**src/rtl/joypad_pkg.sv**
```systemverilog
// Shared constants for the NES controller-port model: multitap signatures,
// button bit positions and the serial stream length helper.
package joypad_pkg;

  localparam logic [7:0] SIG_PORT0 = 8'h10;
  localparam logic [7:0] SIG_PORT1 = 8'h20;

  localparam int BTN_A      = 0;
  localparam int BTN_B      = 1;
  localparam int BTN_SELECT = 2;
  localparam int BTN_START  = 3;
  localparam int BTN_UP     = 4;
  localparam int BTN_DOWN   = 5;
  localparam int BTN_LEFT   = 6;
  localparam int BTN_RIGHT  = 7;

  // A Four Score port streams both pads followed by its 8-bit signature.
  function automatic int stream_len(input int pad_bits, input int num_pads);
    return (num_pads == 2) ? (2 * pad_bits + 8) : pad_bits;
  endfunction

endpackage

```
**src/rtl/joypad_turbo.sv**
```systemverilog
// Turbo toggle for one controller port: flips every TURBO_DIV strobe falling
// edges. Only instantiated when JOYPAD_TURBO_EN is defined.
module joypad_turbo #(
  parameter int TURBO_DIV = 2
) (
  input  logic clk,
  input  logic rst,
  input  logic strobe,
  output logic toggle
);

  localparam int CNT_W = (TURBO_DIV > 1) ? $clog2(TURBO_DIV) : 1;

  logic             r_strobe_q;
  logic [CNT_W-1:0] r_cnt;
  logic             r_toggle;
  logic             w_strobe_fall;

  assign w_strobe_fall = r_strobe_q & ~strobe;
  assign toggle        = r_toggle;

  always_ff @(posedge clk) begin
    if (rst) begin
      r_strobe_q <= 1'b0;
      r_cnt      <= '0;
      r_toggle   <= 1'b0;
    end else begin
      r_strobe_q <= strobe;
      if (w_strobe_fall) begin
        if (r_cnt == CNT_W'(TURBO_DIV - 1)) begin
          r_cnt    <= '0;
          r_toggle <= ~r_toggle;
        end else begin
          r_cnt <= r_cnt + 1'b1;
        end
      end
    end
  end

endmodule

```
**src/rtl/joypad_port.sv**
```systemverilog
// NES controller port: serialises 1 pad, or 2 pads plus a Four Score
// signature, LSB first. Optional turbo masking under JOYPAD_TURBO_EN.
module joypad_port
  import joypad_pkg::*;
#(
  parameter int         PAD_BITS  = 8,
  parameter int         NUM_PADS  = 1,
  parameter logic [7:0] SIGNATURE = SIG_PORT0
`ifdef JOYPAD_TURBO_EN
  ,
  parameter int         TURBO_DIV = 2
`endif
) (
  input  logic                                                clk,
  input  logic                                                rst,
  input  logic                                                strobe,
  input  logic                                                rd,
  input  logic [NUM_PADS*PAD_BITS-1:0]                        btns,
`ifdef JOYPAD_TURBO_EN
  input  logic [NUM_PADS*PAD_BITS-1:0]                        turbo_mask,
`endif
  output logic                                                data,
  output logic [$clog2(stream_len(PAD_BITS, NUM_PADS)+1)-1:0] bit_idx,
  output logic                                                done
);

  localparam int STREAM_LEN = stream_len(PAD_BITS, NUM_PADS);
  localparam int BTN_W      = NUM_PADS * PAD_BITS;
  localparam int IDX_W      = $clog2(STREAM_LEN + 1);

  logic [STREAM_LEN-1:0] r_shift;
  logic [IDX_W-1:0]      r_bit_idx;
  logic                  r_rd_q;

  logic [BTN_W-1:0]      w_btns_eff;
  logic [STREAM_LEN-1:0] w_image;
  logic [STREAM_LEN-1:0] w_shifted;
  logic                  w_rd_fall;

  function automatic logic [IDX_W-1:0] sat_inc(input logic [IDX_W-1:0] v);
    return (v == IDX_W'(STREAM_LEN)) ? v : v + 1'b1;
  endfunction

`ifdef JOYPAD_TURBO_EN
  logic w_toggle;

  joypad_turbo #(
    .TURBO_DIV (TURBO_DIV)
  ) u_turbo (
    .clk    (clk),
    .rst    (rst),
    .strobe (strobe),
    .toggle (w_toggle)
  );

  // Masked buttons only read as pressed during the "on" half of the toggle.
  assign w_btns_eff = btns & (~turbo_mask | {BTN_W{w_toggle}});
`else
  assign w_btns_eff = btns;
`endif

  generate
    if (NUM_PADS == 2) begin : g_multitap
      assign w_image = {SIGNATURE, w_btns_eff};
    end else begin : g_single
      assign w_image = w_btns_eff;
    end
  endgenerate

  // Shift toward bit 0 with 1s entering at the top: an exhausted stream reads pressed.
  assign w_shifted = STREAM_LEN'({1'b1, r_shift} >> 1);
  assign w_rd_fall = r_rd_q & ~rd;

  always_ff @(posedge clk) begin
    if (rst) begin
      r_shift   <= '0;
      r_bit_idx <= '0;
      r_rd_q    <= 1'b0;
    end else begin
      r_rd_q <= rd;
      if (strobe) begin
        r_shift   <= w_image;
        r_bit_idx <= '0;
      end else if (w_rd_fall) begin
        r_shift   <= w_shifted;
        r_bit_idx <= sat_inc(r_bit_idx);
      end
    end
  end

  assign data    = r_shift[0];
  assign bit_idx = r_bit_idx;
  assign done    = (r_bit_idx == IDX_W'(STREAM_LEN));

endmodule

```
**config.mk**
```make
export PLATFORM = sky130hd
export DESIGN_NAME = joypad_port
export DESIGN_NICKNAME = d
export VERILOG_FILES = /design/src/rtl/joypad_pkg.sv /design/src/rtl/joypad_turbo.sv /design/src/rtl/joypad_port.sv
export SDC_FILE = /design/constraint.sdc
export NUM_CORES = 1
export LEC_CHECK = 0
export CORE_MARGIN = 3
export CORE_UTILIZATION = 40
export CTS_CLUSTER_SIZE = 20
export DETAILED_ROUTE_END_ITERATION = 8
export GPL_TIMING_DRIVEN = 0
export PLACE_DENSITY = 0.69
export SYNTH_ARGS = -nofsm -noshare
export SYNTH_HDL_FRONTEND = slang
export SYNTH_SLANG_ARGS = --single-unit
```
**constraint.sdc**
```tcl
create_clock -name clk -period 2 [get_ports clk]
set_input_delay 0.4 -clock clk [delete_from_list [all_inputs] [get_ports clk]]
set_output_delay 0.4 -clock clk [all_outputs]
set_load 0.02 [all_outputs]
```
==> results.cfg <==
[worst_setup_path]
crit_slowest_cell = dfxtp_1
cp.buffers_inverters = 3
start_kind = flop
cp.arrival_ns = 1.44
path_class = flop to output port
worstPathRequired_ns = 1.60
critPathCaptureType = output port
cp_max_fo = 5
cp_top_family = buffers and inverters
crit_chain = inv_1 > ha_1 > nand3b_4 > inv_2 > dlygate4sd2_1
slowest_delay_ns = 0.40

[synth]
synthCells = 73
syn_area_um2 = 618.1
synth-seq-cells = 13
synthArstFlopShare = 0
synth_top_area_frac = 0.4211
ys.flop_type = dfxtp_1
synth_nets = 87
ys_warn_count = 0
synth_most_common_cell = nand2_1
synth_top_cells_by_area = dfxtp_1, a311oi_1, nand2_1
synth.yosys.seq_area_share = 0.4211
yosysTopAreaCell = dfxtp_1
synth_edf_count = 0
yosysUniqueCellTypes = 20
syn_area_per_cell_um2 = 8.467
synth_commonest_cells = nand2_1, dfxtp_1, nor2_1, a311oi_1, inv_1

[die]
dieArea_um2 = 2053
start_util = 0.4524
core_area_um2 = 1366
fp.dieH_um = 45.31
die_x_um = 45.31
io_pins = 18
rows = 13

[timing]
tightest_slew_ns = 0.4236
fin_crit_ns = 1.840
timing.slew.headroom = 0.7176
timing.fmax_ghz = 0.5434
rsz0062_at_grt = false
fin_crit_sh = 0.9202
hold_viol_final = 0
clock_skew_ns = 0.002154
slew_violations = 0
setup_violations = 0
timing.setup.tns_ns = 0

[power_and_ir_drop]
switchingPower_w = 0.0001236
pwr-share-clk = 0.322
power_frac_seq = 0.546
power.internal_w = 0.0003883
ir_worst_vdd_uv = 432.7
p_leak_nw = 0.3107
switching_share = 0.2415
combinationalPowerShare = 0.133
power_density_nw_per_um2 = 622.7

[routing]
via_per_inst = 5.157
drcViolationCount = 0
vias = 557
wl_per_cell_um = 11.60
drt_iter0_markers = 4
final_antenna_net_count = 0
drtPass1Iterations = 2
routed_wirelength_um = 1253

[placed_design]
place_area_um2 = 797.0
routabilityCongestion = 0.7680
dp_hpwl_um = 908.9
io_buffers = 16

[cts]
clockBufferDepth = 2
cts_resized = 1
clkLatencyLatePin_ns = 0.28
cts_tree = yes
cts_buffers = 3
clkSlewWorstSetupHoldPaths_ns = 0.08
hold_buffers = 0
htreeDepth = 1
cts_setup_buffers = 0
clkSinkCount = 13
cts-root-buf = clkbuf_4

[grt]
grt_max_degree = 11
grt_pass1_wl_um = 2118
grt_usage = 0.1487
grt_pass1_vias = 483
grt_overflow_total = 0
antenna_found_initial = 0

[flow_run]
maxCapViolations = 0

[finish]
fin_area_um2 = 822.0
nets = 108
layout-drive-gt1-share = 0.1075
diodes = 0
syn_to_final_growth_pct = 33.00
num-fill-cells = 136

[run_status]
status = finished clean

[worst_hold_path]
hold_class = input pin to flop
[power by group through the flow]
stage	sequential [W]	clock, W	combinational (W)
after detailed placement	0.000285	0	0.0000682
final	0.000279	0.000165	0.0000679
after global placement	0.000285	0	0.0000674
after CTS	0.000279	0.000176	0.0000688
after global routing	0.000281	0.000189	0.0000765
after floorplan	0.000286	0	0.0000349
[final cells by class]
| class | instances | area (um^2) | area share |
|---|---|---|---|
| tap | 15 | 18.77 | 0.02283 |
| sequential | 13 | 260.3 | 0.3166 |
| buffer | 4 | 36.28 | 0.04414 |
| timing repair buffer | 16 | 158.9 | 0.1933 |
| clock buffer | 4 | 26.28 | 0.03196 |
| multi-input combinational | 50 | 299.0 | 0.3638 |
| inverter | 6 | 22.52 | 0.02740 |
[metal layers]
metal  up-vias  wire [um]  global-route usage
li1        290          -                   -
met1       249        576              0.1719
met2        13        568              0.2288
met3         5         73             0.05976
met4         0         34             0.08772
met5         -          0                   0
[sequential cells by signal (all words and copies together), names as in the netlist]
name     cells
r_shift      8
bit_idx      4
r_rd_q       1
[worst register-to-register path: cells and delay by family (launching register included)]
family / cells / cell delay [ns]
AO/OA/AOI/OAI: 1 / 0.13
buffers and inverters: 2 / 0.13
flip-flops: 1 / 0.40
AND/OR/NAND/NOR: 2 / 0.56
adder cells (fa/ha/maj): 1 / 0.23
[placed cells by master, fill, tap and decap left out]
cell type        count
a21oi_1              4
buf_2                1
clkdlybuf4s50_1     15
nand2b_4             1
inv_1                5
or4_1                1
clkbuf_4             3
nor2b_1              2
a311oi_1             7
o21ai_0              4
or3_1                1
nor2_1               8
nand3_1              3
nand2_1             14
nand3b_4             1
clkbuf_1             2
a221oi_1             1
inv_2                1
clkbuf_8             2
or2_2                1
dlygate4sd2_1        1
ha_1                 2
dfxtp_1             13
[stage by stage]
| stage | setup WS (ns) | cells | total power, W | utilization | hold slack (ns) |
|---|---|---|---|---|---|
| 2_1_floorplan | 0.4138 | 73 | 0.0003211 | - | 0.4527 |
| 3_3_place_gp | 0.2220 | 104 | 0.0003525 | 0.5833 | 0.4599 |
| 4_1_cts | 0.1438 | 108 | 0.0005239 | 0.6016 | 0.3314 |
| 5_1_grt | 0.05390 | 108 | 0.0005471 | 0.6016 | 0.3308 |
| 6_report | 0.1596 | 108 | 0.0005119 | 0.6016 | 0.3400 |
| 3_5_place_dp | 0.2060 | 104 | 0.0003536 | 0.5833 | 0.4699 |
[path summary, 6_finish.rpt]
kind / from / endpoint / slack (ns) / cells past startpoint
worst min-delay path: rst / r_shift[2] / 0.34 / 2
worst max register to register: bit_idx[0] / bit_idx[2] / 0.49 / 6
worst max-delay path: bit_idx[0] / done / 0.16 / 5
worst min register to register: r_shift[4] / r_shift[3] / 0.48 / 2
[cell families (layout without fill, tap and decap cells)]
logic type / count (synthesis) / in the layout / synth area share
AND/OR/NAND/NOR: 32 / 32 / 0.2652
adder cells (fa/ha/maj): 2 / 2 / 0.04048
flip-flops: 13 / 13 / 0.4211
AO/OA/AOI/OAI: 16 / 16 / 0.1781
buffers and inverters: 10 / 30 / 0.09513
Note: power is estimated with default switching activity, not from simulation.
